<file path="src/rtl/keypad_scanner_if.sv">
// Keypad matrix pins plus the decoded key stream toward the digit registers.
// Latency: n/a (wiring only).
// Backpressure: none; key_valid is a one-cycle pulse the consumer must take.
interface keypad_scanner_if;
    logic [3:0] rows;
    logic [3:0] cols;
    logic [3:0] key;
    logic       key_valid;
    logic       pressed;

    modport master (
        input  rows,
        output cols,
        output key,
        output key_valid,
        output pressed
    );

    modport slave (
        output rows,
        input  cols,
        input  key,
        input  key_valid,
        input  pressed
    );
endinterface

</file>
<file path="src/rtl/keypad_scanner.sv">
// 4x4 hex keypad scanner with per-key press/release debounce and hex encode.
// Latency: 2 clk sync + up to 1 tick to lock a column + DB_TICKS ticks to key_valid.
// Backpressure: none; key_valid pulses for one clk and key holds until the next press.
module keypad_scanner #(
    parameter int unsigned P        = 1,
    parameter int unsigned N        = 16,
    parameter int unsigned DB_TICKS = 4
) (
    input  logic           clk,
    input  logic           rstn,
    keypad_scanner_if.master kp
);

    localparam int unsigned DBW = (DB_TICKS > 1) ? $clog2(DB_TICKS) : 1;
    localparam logic [DBW-1:0] DB_LAST = DBW'(DB_TICKS - 1);

    typedef enum logic [1:0] {
        SCAN     = 2'd0,
        DEBOUNCE = 2'd1,
        HELD     = 2'd2,
        RELEASE  = 2'd3
    } state_t;

    state_t         state, state_n;
    logic [3:0]     rows_m, rows_s;
    logic [N-1:0]   count;
    logic [N:0]     sum;
    logic           tick;
    logic [1:0]     col_idx, col_n;
    logic [1:0]     row_idx, row_n;
    logic [1:0]     low_row;
    logic           any_low;
    logic           row_low;
    logic [DBW-1:0] db_cnt, db_n;
    logic [3:0]     key_r, key_n;
    logic           kv_r, kv_n;

    function automatic logic [3:0] key_map(input logic [1:0] r, input logic [1:0] c);
        logic [3:0] k;
        case ({r, c})
            4'h0: k = 4'h1;  4'h1: k = 4'h2;  4'h2: k = 4'h3;  4'h3: k = 4'hA;
            4'h4: k = 4'h4;  4'h5: k = 4'h5;  4'h6: k = 4'h6;  4'h7: k = 4'hB;
            4'h8: k = 4'h7;  4'h9: k = 4'h8;  4'hA: k = 4'h9;  4'hB: k = 4'hC;
            4'hC: k = 4'hE;  4'hD: k = 4'h0;  4'hE: k = 4'hF;  default: k = 4'hD;
        endcase
        return k;
    endfunction

    // Fractional tick: the carry out of the N-bit accumulator marks a scan tick.
    assign sum  = {1'b0, count} + (N+1)'(P);
    assign tick = sum[N];

    assign any_low = (rows_s != 4'hF);
    assign row_low = ~rows_s[row_idx];

    always_comb begin
        low_row = 2'd3;
        if (!rows_s[0])      low_row = 2'd0;
        else if (!rows_s[1]) low_row = 2'd1;
        else if (!rows_s[2]) low_row = 2'd2;
    end

    always_ff @(posedge clk or negedge rstn) begin
        if (!rstn) begin
            rows_m  <= 4'hF;
            rows_s  <= 4'hF;
            count   <= '0;
            state   <= SCAN;
            col_idx <= 2'd0;
            row_idx <= 2'd0;
            db_cnt  <= '0;
            key_r   <= 4'h0;
            kv_r    <= 1'b0;
        end else begin
            rows_m  <= kp.rows;
            rows_s  <= rows_m;
            count   <= sum[N-1:0];
            state   <= state_n;
            col_idx <= col_n;
            row_idx <= row_n;
            db_cnt  <= db_n;
            key_r   <= key_n;
            kv_r    <= kv_n;
        end
    end

    always_comb begin
        state_n = state;
        col_n   = col_idx;
        row_n   = row_idx;
        db_n    = db_cnt;
        key_n   = key_r;
        kv_n    = 1'b0;
        if (tick) begin
            case (state)
                SCAN: begin
                    if (any_low) begin
                        row_n   = low_row;
                        db_n    = '0;
                        state_n = DEBOUNCE;
                    end else begin
                        col_n = col_idx + 2'd1;
                    end
                end
                DEBOUNCE: begin
                    if (row_low) begin
                        if (db_cnt == DB_LAST) begin
                            key_n   = key_map(row_idx, col_idx);
                            kv_n    = 1'b1;
                            state_n = HELD;
                        end else begin
                            db_n = db_cnt + DBW'(1);
                        end
                    end else begin
                        col_n   = col_idx + 2'd1;
                        state_n = SCAN;
                    end
                end
                HELD: begin
                    // Only the locked row matters; a second key is invisible until release.
                    if (!row_low) begin
                        db_n    = '0;
                        state_n = RELEASE;
                    end
                end
                RELEASE: begin
                    if (row_low) begin
                        db_n    = '0;
                        state_n = HELD;
                    end else if (db_cnt == DB_LAST) begin
                        col_n   = col_idx + 2'd1;
                        state_n = SCAN;
                    end else begin
                        db_n = db_cnt + DBW'(1);
                    end
                end
                default: state_n = SCAN;
            endcase
        end
    end

    assign kp.cols      = ~(4'b0001 << col_idx);
    assign kp.key       = key_r;
    assign kp.key_valid = kv_r;
    assign kp.pressed   = (state == HELD) || (state == RELEASE);

    a_one_col: assert property (@(posedge clk) disable iff (!rstn) $onehot(~kp.cols));
    a_kv_pulse: assert property (@(posedge clk) disable iff (!rstn) kv_r |=> !kv_r);

endmodule

</file>
<file path="src/flat_wrapper.sv">
// flat-port wrapper written by rule: the top's interface ports become plain ports
module keypad_scanner_flat 
#(
    parameter int unsigned P        = 1,
    parameter int unsigned N        = 16,
    parameter int unsigned DB_TICKS = 4
)
  (clk, rstn, kp_rows, kp_cols, kp_key, kp_key_valid, kp_pressed);
  keypad_scanner_if kp_i ();
  input  logic clk;
  input  logic rstn;
  input wire logic [$bits(kp_i.rows)-1:0] kp_rows;
  output wire logic [$bits(kp_i.cols)-1:0] kp_cols;
  output wire logic [$bits(kp_i.key)-1:0] kp_key;
  output wire logic [$bits(kp_i.key_valid)-1:0] kp_key_valid;
  output wire logic [$bits(kp_i.pressed)-1:0] kp_pressed;
  assign kp_i.rows = kp_rows;
  assign kp_cols = kp_i.cols;
  assign kp_key = kp_i.key;
  assign kp_key_valid = kp_i.key_valid;
  assign kp_pressed = kp_i.pressed;
  keypad_scanner #(.P(P), .N(N), .DB_TICKS(DB_TICKS)) u_core (.clk(clk), .rstn(rstn), .kp(kp_i));
endmodule
</file>
<file path="config.mk">
export PLATFORM = sky130hd
export DESIGN_NAME = keypad_scanner_flat
export DESIGN_NICKNAME = d
export VERILOG_FILES = /design/src/rtl/keypad_scanner_if.sv /design/src/rtl/keypad_scanner.sv /design/src/flat_wrapper.sv
export SDC_FILE = /design/constraint.sdc
export NUM_CORES = 1
export LEC_CHECK = 0
export CAP_MARGIN = 20
export CORE_MARGIN = 1
export CORE_UTILIZATION = 50
export CTS_BUF_LIST = sky130_fd_sc_hd__clkbuf_4
export CTS_CLUSTER_SIZE = 12
export DETAILED_ROUTE_END_ITERATION = 7
export GPL_TIMING_DRIVEN = 0
export PLACE_DENSITY = 0.77
export SKIP_CTS_REPAIR_TIMING = 1
export SYNTH_ARGS = -nofsm -noshare
export SYNTH_HDL_FRONTEND = slang
export SYNTH_SLANG_ARGS = --single-unit
export TNS_END_PERCENT = 1
</file>
<file path="constraint.sdc">
create_clock -name clk -period 4.3 [get_ports clk]
set_input_delay 0.43 -clock clk [delete_from_list [all_inputs] [get_ports clk]]
set_output_delay 0.43 -clock clk [all_outputs]
set_load 0.005 [all_outputs]
</file>
======== Word-level counts from Yosys, hierarchy flattened ========
Memory sizes are Yosys's and may differ from the RTL's. A register that Yosys moved wholly into a read port is not among the register bits.
Cells that the tools add are included.
Widths: inputs -> output; s select.
cells by class
  $add $sub $neg .......................... 3
  $lt $le $gt $ge ......................... 1
  equal/unequal tests ..................... 14
  shift operators ......................... 1
  multiplexer cells ....................... 27
  bitwise operators ....................... 2
  reduce and logical (&&, ||, !) cells .... 9
operators by type and width
  kind                   count
  $mux 2                 17
  $add 16x1->17 const B  1
  $pmux 2 s4             2
  $ne 2x1->1 const B     5
  $reduce_and 4->1       2
  $eq 2x2->1 const B     3
  $mux 1                 6
  $pmux 2 s3             1
  $reduce_and 6->1       1
  $reduce_and 5->1       1
  $add 2x1->2 const B    2
  $ne 2x2->1 const B     2
  $ne 4x4->1 const B     1
  $not 4->4              1
  $shl 1x2->4 const A    1
  $lt 2x3->1 const B     1
  $ne 3x1->1 const B     1
  $ne 3x2->1 const B     1
  $reduce_and 3->1       1
  $reduce_bool 3->1      1
  $bmux 1 s2             1
  $eq 2x1->1 const B     1
  $logic_not 2->1        1
  $logic_not 1->1        1
  2 further kinds        2
storage, ports and cells
  register bits ........................... 33
  bits in read-only memories .............. 64
  input bits .............................. 6
  memories ................................ 1
memory list
  memory            words  width  read ports  clocked after Yosys merged registers in  wr ports  line                  RTL
  (name not given)  16     4      1           1                                        0         keypad_scanner.sv:40  case ({r, c})

======== Depth between registers and ports, before layout ========
Gate-level depths: netlist of run 1.
  depth in word-level cells ............... 5
  mapped depth ............................ 6
  mapped depth without buffers ............ 6

======== Least setup slack after synthesis of run 1 ========
No wires, ideal clock.
  path type ............................... register -> register
  start point ............................. register u_core.count[0]
  end point ............................... register u_core.key_r[0], in the netlist u_core.kp.key[0]
  setup time .............................. 0.125 ns
  arrival ................................. 1.906 ns
  path slack .............................. 2.269 ns
  stages on the path, launching flop included .. 7
  path buffers ............................ 1
  period minus slack after synthesis ...... 2.031 ns
  cells stage by stage .................... dfrtp_1 -> ha_1 -> nand3_1 -> or3_1 -> buf_2 -> nor4_4 -> mux2_2
between the ends
  longest elaborated chain between the ends .. 2
RTL lines
  element                     line                  RTL
  start, declared             keypad_scanner.sv:26  logic [N-1:0] count;
  start signal, assigned      keypad_scanner.sv:77  count <= sum[N-1:0];
  $add 16x1->17               keypad_scanner.sv:50  assign sum = {1'b0, count} + (N+1)'(P);
  $reduce_and 4->1 (no line)  -
  end, declared               keypad_scanner.sv:35  logic [3:0] key_r, key_n;
No other way between the ends.
A chain may end at the register's enable or synchronous reset.

======== Worst setup path in the final report of run 1 ========
Ends and elaborated chain as after synthesis.

==> qor.csv, run 1 <==
stage;metric;value;unit
placed_design;DP Wirelength;2.21;mm
sta;hold slack final;0.163;ns
critical_path;Crit path arrival time;2.55;ns
yosys;flops & latches, synth;37;
yosys;Yosys top cell by area;dfrtp_1;
yosys;Syn Inst Count;153;
pwr;Pwr Total;543;uW
routing;Via density;5.16;
sta;RSZ-0062 raised after global routing;false;
yosys;Syn Area/Cell;11.5;um2
finish;Reg area;936;um2
pwr;Internal;429;uW
sta;setup TNS;0;ns
finish;# fillers;304;
grt;GRT Util Overall;20.4;%
yosys;synth unique cells;33;
cts;worst skew pair latency;0.33;ns
sta;final hold violations;0;
sta;FMAX;0.428;GHz
yosys;most frequent cells after synthesis;dfrtp_1, inv_1, nand2_1, nand4_1, xnor2_1;
cts;CTS tree;yes;
routing;drt initial violations;41;
critical_path;Data required, critical path;4.52;ns
floorplan;I/O pins;16;
yosys;Synth top area share;41.2;%
sta;Slew @ Worst Pin;0.783;ns
sta;crit path time final;2.34;ns
pwr;Clock power frac;31.7;%
yosys;top_reg_cell synth;dfrtp_1;
placed_design;cell count after placement;214;
outcome;outcome;finished, final reports clean;
floorplan;die area;0.00377;mm2
floorplan;# rows;21;
worst_hold_path;worst min-delay path category;input port to asynchronous set/reset pin;
floorplan;Die H;61.4;um
critical_path;CP max FO;5;
cts;total CTS buffers;5;
yosys;post-synthesis sequential area ratio;53.1;%
routing;vias;1146;
grt;largest net degree at the start of global routing;38;
cts;CTS max path bufs;2;
yosys;Post-synth EDFFs;0;
routing;drt pass-1 iters;4;
yosys;Yosys Warn Count;0;
floorplan;Core Region;0.00336;mm2
critical_path;crit end category;flop;
pwr;Seq pwr share;65.6;%
finish;number of diodes;0;
floorplan;starting density of the core;52.4;%
floorplan;Die Wd;61.4;um
critical_path;critical path startpoint category;flop;
critical_path;crit path kind;flop to flop;
cts;Sink Count;37;
placed_design;routability cong.;0.814;
grt;number of global-route vias before repair;1228;
yosys;count leader, synth;dfrtp_1;
pwr;worst vdd rail ir drop;0.000247;V
sta;Final period util;54.4;%
pwr;pwr/cell area;269;mW/mm2
grt;remaining global-route overflow;0;
yosys;area of the mapped netlist;0.00176;mm2
routing;antenna viol nets, final;0;
routing;final wirelength;2.96;mm
finish;share of layout cells above drive strength 1;18.2;%
placed_design;IO buf count;15;
routing;DR DRC count;0;
pwr;sw frac;21.1;%
yosys;Syn Nets;166;
grt;first-pass GRT wire length;5.46;mm
yosys;fraction of registers with async set/reset;100;%
yosys;top post-synthesis cells by area;dfrtp_1, dfstp_2, mux2_2;
pwr;switching power of the nets;115;uW
finish;Layout Nets;188;
sta;max-slew violation count;0;
sta;# setup viols final;0;
finish;non-filler instance count after layout;222;
finish;area delta synth->final;14.6;%
pwr;Combinational Power Share;2.6;%
cts;H-tree level count;2;
grt;initial antenna violation count;0;
pwr;static leakage;0.921;nW
cts;Clock Pin Slew Worst Setup and Hold Paths;0.11;ns
sta;Clock Skew;0.0110;ns
cts;root buffer cell;clkbuf_4;
job;Max Cap Violations;0;
sta;relative slew slack;47.8;%
routing;per-cell routed wire length;13.3;um
finish;area occupied by multi-input gates;749;um2
==> metrics by stage <==
step	setup slack [ns]	cell area, um2	utilization [%]
after floorplan	2.27	1760	-
after CTS	1.95	2020	60.1
after detailed placement	1.98	1970	58.4
final	1.96	2020	60.1
after global placement	2.06	1970	58.6
after global routing	1.85	2020	60.1
==> kinds of logic (layout without fill, tap and decap cells) <==
| group | Yosys count | after routing | synth area share [%] |
|---|---|---|---|
| and+or+nand+nor | 47 | 47 | 15.4 |
| AOI/OAI and AO/OA | 13 | 13 | 4.76 |
| DFF | 37 | 37 | 53.1 |
| buffers and inverters | 20 | 43 | 4.40 |
| xor gates and xnor gates | 15 | 15 | 7.45 |
| muxes | 14 | 14 | 9.94 |
| adders and majority gates | 7 | 7 | 4.97 |
==> per-layer routing <==
layer | GRT usage (%) | share of wire (%) | up-vias
met4 | 7.62 | 1.5 | 0
met1 | 24.8 | 44 | 550
met2 | 34.0 | 50 | 21
met3 | 6.72 | 3.8 | 7
met5 | 0 | 0 | -
li1 | - | - | 568
==> worst max-delay path, cell delays in order (launching register included) <==
cell and delay (ns):
dfrtp_1 0.40, ha_1 0.20, nand3_1 0.21, or3_1 0.36, buf_2 0.17, nor4_4 0.48, mux2_2 0.39
==> power groups by stage <==
stage / logic, mW / registers, mW / clock network [mW]
final: 0.0143 / 0.357 / 0.173
after global routing: 0.0165 / 0.357 / 0.199
after CTS: 0.0151 / 0.357 / 0.183
after detailed placement: 0.0150 / 0.363 / 0
after global placement: 0.0150 / 0.363 / 0
after floorplan: 0.00356 / 0.363 / 0
==> final timing paths <==
path	end	depth (start not counted)	startpoint	slack, ns
max	u_core.kp.key[0]	6	u_core.count[0]	1.96
min	u_core.db_cnt[1]	1	rstn	0.16
max reg2reg	u_core.kp.key[0]	6	u_core.count[0]	1.96
min reg2reg	u_core.rows_s[1]	0	u_core.rows_m[1]	0.36
max in group asynchronous	u_core.kp.key[0]	1	rstn	3.63
min in group clk	u_core.rows_s[1]	0	u_core.rows_m[1]	0.36
==> layout by cell type (no fill, tap or decap), types with 4 or more instances in the layout <==
master / synthesis / final
nand4_1: 9 / 9
nand3_1: 6 / 6
nor2_1: 7 / 7
xnor2_1: 9 / 9
o21ai_0: 4 / 4
nand2_1: 11 / 11
mux2_2: 8 / 8
xor2_1: 6 / 6
mux2i_1: 4 / 4
clkdlybuf4s50_1: 0 / 14
ha_1: 7 / 7
dfrtp_1: 29 / 29
inv_1: 16 / 16
dfstp_2: 8 / 8
clkbuf_4: 0 / 6
==> cell type report <==
class                   count  share of cell area, %
plain buffers               4                  0.867
clock buffers               6                   2.23
clock inverters             2                  0.495
inverters                  16                   2.97
multi-input cells          96                   37.1
flip-flops and latches     37                   46.3
well taps                  46                   2.85
repair buffers             15                   7.18
==> state kept, by name, indices dropped and copies added, names as in the netlist, named ones only <==
name,cells
u_core.kp.key_valid,1
u_core.db_cnt,2
u_core.rows_s,4
u_core.rows_m,4
u_core.state,1
u_core.kp.key,4
u_core.col_idx,2
u_core.count,16
u_core.row_idx,2
(Power assumes the default switching activity.)
==> run 2: changes to the inputs <==
==> constraint.sdc (replaced) <==
create_clock -name clk -period 2.4 [get_ports clk]
set_input_delay 0.24 -clock clk [delete_from_list [all_inputs] [get_ports clk]]
set_output_delay 0.24 -clock clk [all_outputs]
set_load 0.005 [all_outputs]
==> run 2 against run 1 <==
  * The flow now finishes with violations (hold timing)
  * Clock power up 80%
  * Maximum frequency rose by 3.0%
  * Cell area stayed put
  * Flip-flop and latch count stayed put
  * Cell count unchanged
  * Combinational power increased by 80%
  * Non-clock buffer count did not move
  * Sequential share of layout area unchanged
  * Critical path type unchanged
==> qor.csv, run 2 (synthesis results as in run 1) <==
stage;metric;value;unit
pwr;Seq pwr share;65.5;%
floorplan;die area;0.00377;mm2
sta;Final period util;94.6;%
worst_hold_path;worst min-delay path category;input port to asynchronous set/reset pin;
finish;most frequent cells in the layout;dfrtp_1, inv_1, clkdlybuf4s50_1;
critical_path;Crit path arrival time;2.49;ns
pwr;Combinational Power Share;2.6;%
sta;# setup viols final;0;
grt;first-pass GRT wire length;5.46;mm
pwr;worst vdd rail ir drop;0.000448;V
routing;Via density;5.18;
floorplan;starting density of the core;52.4;%
critical_path;R2R setup slack;0.13;ns
finish;share of layout cells above drive strength 1;18.2;%
critical_path;reg2reg start;u_core.count[0];
sta;RSZ-0062 raised after global routing;false;
pwr;Clock power frac;31.9;%
routing;final wirelength;2.97;mm
routing;vias;1149;
finish;area delta synth->final;14.6;%
cts;Clock Pin Slew Worst Setup and Hold Paths;0.11;ns
finish;# fillers;304;
grt;remaining global-route overflow;0;
placed_design;IO buf count;15;
critical_path;crit path kind;flop to flop;
placed_design;DP Wirelength;2.21;mm
placed_design;Post-DP Area;0.00197;mm2
floorplan;I/O pins;16;
sta;setup TNS;0;ns
sta;relative slew slack;48.0;%
sta;Slew @ Worst Pin;0.780;ns
finish;commonest non-fill, non-tap cell in the layout;dfrtp_1;
finish;Layout Nets;188;
cts;H-tree level count;2;
grt;initial antenna violation count;0;
routing;drt pass-1 iters;4;
routing;per-cell routed wire length;13.4;um
cts;root buffer cell;clkbuf_4;
cts;total CTS buffers;5;
floorplan;Die Wd;61.4;um
sta;final hold violations;29;
grt;largest net degree at the start of global routing;38;
cts;Sink Count;37;
outcome;violated checks;hold timing;
finish;largest reg by FF count;u_core.count;
pwr;static leakage;0.921;nW
grt;GRT Util Overall;20.4;%
cts;CTS max path bufs;2;
pwr;Internal;768;uW
floorplan;Die H;61.4;um
sta;final worst setup slack;0.129;ns
sta;hold slack final;-0.0279;ns
finish;number of diodes;0;
routing;DR DRC count;0;
finish;non-filler instance count after layout;222;
routing;antenna viol nets, final;0;
routing;drt initial violations;42;
pwr;switching power of the nets;208;uW
finish;max reg flops;16;
placed_design;routability cong.;0.814;
critical_path;critical path startpoint category;flop;
floorplan;# rows;21;
sta;Clock Skew;0.0125;ns
finish;Design Area, Final;0.00202;mm2
pwr;sw frac;21.3;%
critical_path;crit end category;flop;
sta;crit path time final;2.27;ns
grt;number of global-route vias before repair;1228;
placed_design;DP Worst Slack;0.0789;ns
sta;FMAX;0.440;GHz
critical_path;Register-to-Register Path Depth;6;
job;Max Cap Violations;0;
cts;worst skew pair latency;0.33;ns
placed_design;cell count after placement;214;
sta;max-slew violation count;0;
outcome;outcome;finished, violations left;
cts;CTS tree;yes;
critical_path;Data required, critical path;2.62;ns
floorplan;Core Region;0.00336;mm2
critical_path;CP max FO;5;
critical_path;RR Endpoint;u_core.col_idx[1];
pwr;pwr/cell area;483;mW/mm2
-- run 2: cell counts in the layout (fill, tap and decap cells not counted) --
No cell type changed its count.
-- run 2: metal layers --
metal  track usage (%)  wire, um  part of all wire, %  vias to the layer above
li1                  -         -                    -                      568
met5                 0         0                    0                        -
met3              6.72       108                  3.6                        4
met2              34.0      1500                   51                       23
met4              7.62        31                  1.0                        0
met1              24.8      1320                   45                      554
-- run 2: metrics by stage --
step / total power [mW] / util, %
detailed placement: 0.678 / 58.4
CTS: 0.995 / 60.1
finish: 0.976 / 60.1
global placement: 0.677 / 58.6
floorplan: 0.656 / -
global route: 1.03 / 60.1
-- run 2: power by group through the flow --
stage | clock network (mW) | registers (mW) | logic [mW]
after floorplan | 0 | 0.650 | 0.00637
after global placement | 0 | 0.650 | 0.0268
after detailed placement | 0 | 0.651 | 0.0268
after CTS | 0.329 | 0.639 | 0.0270
after global routing | 0.356 | 0.640 | 0.0296
final | 0.311 | 0.639 | 0.0257
-- run 2: cell type report --
| type | instances | area [um2] | area share (%) |
|---|---|---|---|
| Multi-Input combinational cell | 96 | 749 | 37.1 |
| Clock inverter | 2 | 10.0 | 0.495 |
| Inverter | 16 | 60.1 | 2.97 |
| Buffer | 4 | 17.5 | 0.867 |
| Clock buffer | 6 | 45.0 | 2.23 |
| Sequential cell | 37 | 936 | 46.3 |
| Tap cell | 46 | 57.6 | 2.85 |
| Timing Repair Buffer | 15 | 145 | 7.18 |
-- run 2: worst max-delay path, stage by stage (launching register included) --
cell      delay [ns]
dfrtp_1         0.40
ha_1            0.20
nand3_1         0.21
or3_1           0.36
buf_2           0.17
a311oi_1        0.42
mux2_2          0.39
-- run 2: how the worst max path moves through the flow --
stage	to	depth (start not counted)	start
floorplan	u_core.kp.key[0]	6	u_core.count[0]
detailed placement	u_core.kp.key[0]	6	u_core.count[0]
global route	u_core.col_idx[1]	6	u_core.count[0]
CTS	u_core.kp.key[0]	6	u_core.count[0]
finish	u_core.col_idx[1]	6	u_core.count[0]
global placement	u_core.kp.key[0]	6	u_core.count[0]
==> run 3: changes to the inputs <==
--- a/config.mk
+++ b/config.mk
@@ -7,12 +7,12 @@
 export LEC_CHECK = 0
 export CAP_MARGIN = 20
 export CORE_MARGIN = 1
-export CORE_UTILIZATION = 50
+export CORE_UTILIZATION = 30
 export CTS_BUF_LIST = sky130_fd_sc_hd__clkbuf_4
 export CTS_CLUSTER_SIZE = 12
 export DETAILED_ROUTE_END_ITERATION = 7
 export GPL_TIMING_DRIVEN = 0
-export PLACE_DENSITY = 0.77
+export PLACE_DENSITY = 0.53
 export SKIP_CTS_REPAIR_TIMING = 1
 export SYNTH_ARGS = -nofsm -noshare
 export SYNTH_HDL_FRONTEND = slang
==> run 3 against run 2 <==
  * Via count rose by 3.0%
  * The flow still finishes with violations (hold timing)
  * Largest cell class unchanged
  * Register-to-register slack improved by 0.09 ns
  * Global-route usage fell by 8.8 points
  * Cell area rose by 2.0%
  * Combinational power barely moved
  * Flip-flop and latch count did not move
  * Total power rose by 1.9%
  * Clock power rose by 6%
  * First-iteration DRC count rose to 3.0 times the previous value
  * Sequential share of layout area fell by 0.93 points
  * Critical path depth did not move
==> qor.csv, run 3 (synthesis results as in run 1) <==
stage;metric;value;unit
placed_design;DP Wirelength;2.23;mm
critical_path;critical path startpoint category;flop;
sta;hold slack final;-0.0281;ns
grt;number of global-route vias before repair;1222;
placed_design;cell count after placement;240;
floorplan;Die H;78.7;um
pwr;Pwr Total;994;uW
pwr;worst vdd rail ir drop;0.000348;V
routing;DR DRC count;0;
grt;remaining global-route overflow;0;
job;Max Cap Violations;0;
sta;setup TNS;0;ns
finish;most frequent cells in the layout;dfrtp_1, inv_1, clkdlybuf4s50_1;
critical_path;Crit path arrival time;2.40;ns
pwr;pwr/cell area;482;mW/mm2
sta;relative slew slack;46.9;%
sta;Clock Skew;0.0183;ns
finish;# fillers;546;
finish;area delta synth->final;17.0;%
routing;final wirelength;3.07;mm
grt;largest net degree at the start of global routing;38;
routing;drt pass-1 iters;4;
sta;final hold violations;22;
cts;H-tree level count;2;
outcome;violated checks;hold timing;
cts;CTS tree;yes;
finish;fin util;37.0;%
finish;number of diodes;0;
floorplan;# rows;27;
critical_path;CP max FO;5;
sta;crit path time final;2.18;ns
finish;Layout Nets;188;
routing;vias;1184;
routing;per-cell routed wire length;12.4;um
placed_design;routability cong.;0.794;
sta;Final period util;90.9;%
finish;largest reg by FF count;u_core.count;
floorplan;I/O pins;16;
pwr;static leakage;0.922;nW
placed_design;IO buf count;15;
worst_hold_path;worst min-delay path category;input port to asynchronous set/reset pin;
outcome;outcome;finished, violations left;
sta;Slew @ Worst Pin;0.797;ns
sta;RSZ-0062 raised after global routing;false;
critical_path;crit end category;flop;
finish;commonest non-fill, non-tap cell in the layout;dfrtp_1;
routing;antenna viol nets, final;0;
floorplan;Core Region;0.00557;mm2
routing;drt initial violations;125;
cts;Clock Pin Slew Worst Setup and Hold Paths;0.11;ns
sta;# setup viols final;0;
cts;total CTS buffers;5;
finish;max reg flops;16;
cts;Sink Count;37;
critical_path;R2R setup slack;0.22;ns
routing;Via density;4.77;
floorplan;starting density of the core;31.6;%
sta;FMAX;0.458;GHz
critical_path;crit path kind;flop to flop;
cts;root buffer cell;clkbuf_4;
floorplan;Die Wd;78.7;um
finish;share of layout cells above drive strength 1;18.8;%
cts;worst skew pair latency;0.34;ns
grt;first-pass GRT wire length;5.49;mm
grt;initial antenna violation count;0;
finish;non-filler instance count after layout;248;
sta;max-slew violation count;0;
grt;GRT Util Overall;11.6;%
critical_path;Data required, critical path;2.62;ns
floorplan;die area;0.00619;mm2
cts;CTS max path bufs;2;
==> run 3: cell types whose count changed in the layout (fill, tap and decap cells not counted) <==
cell	delta
clkinv_2	-1
a311oi_2	+1
a311oi_1	-1
clkbuf_4	+1
==> run 3: cell type report <==
type / count / area (um2) / share of cell area (%)
flip-flops and latches: 37 / 936 / 45.4
multi-input cells: 96 / 756 / 36.7
well taps: 72 / 90.1 / 4.37
clock buffers: 7 / 52.6 / 2.55
repair buffers: 15 / 145 / 7.04
clock inverters: 1 / 5.00 / 0.243
inverters: 16 / 60.1 / 2.91
plain buffers: 4 / 17.5 / 0.850
==> run 3: stage by stage <==
| stage | worst slack (ns) | area [um2] | hold WS (ns) |
|---|---|---|---|
| global placement | 0.121 | 2000 | 0.346 |
| detailed placement | 0.0609 | 2000 | 0.347 |
| global route | 0.0573 | 2060 | 0.0254 |
| floorplan | 0.369 | 1760 | -0.0556 |
| CTS | 0.0377 | 2060 | -0.00286 |
| finish | 0.218 | 2060 | -0.0281 |
==> run 3: routing by layer <==
layer	up-vias	global-route usage, %	part of all wire (%)
met5	-	0	0
met4	0	7.41	3.2
met3	10	2.44	2.3
met2	17	18.0	47
met1	588	14.5	48
li1	569	-	-
==> run 3: critical path: stages (launching register included) <==
cell and delay (ns):
dfrtp_1 0.40, ha_1 0.20, nand3_1 0.21, or3_1 0.35
buf_2 0.17, nor4_4 0.35, mux2_2 0.38
==> run 3: path summary, 6_finish.rpt <==
check	end	cells after the start	from
max in group asynchronous	u_core.state[0]	1	rstn
max	u_core.kp.key[1]	6	u_core.count[0]
min reg2reg	u_core.rows_s[0]	0	u_core.rows_m[0]
min in group clk	u_core.rows_m[0]	1	kp_rows[0]
max reg2reg	u_core.kp.key[1]	6	u_core.count[0]
min	u_core.count[7]	1	rstn
==> run 3: report_power, final <==
part	leakage (nW)	switching, mW	internal (mW)
Sequential	0.475	0.00352	0.635
Clock	0.0361	0.193	0.137
Combinational	0.410	0.0164	0.00953
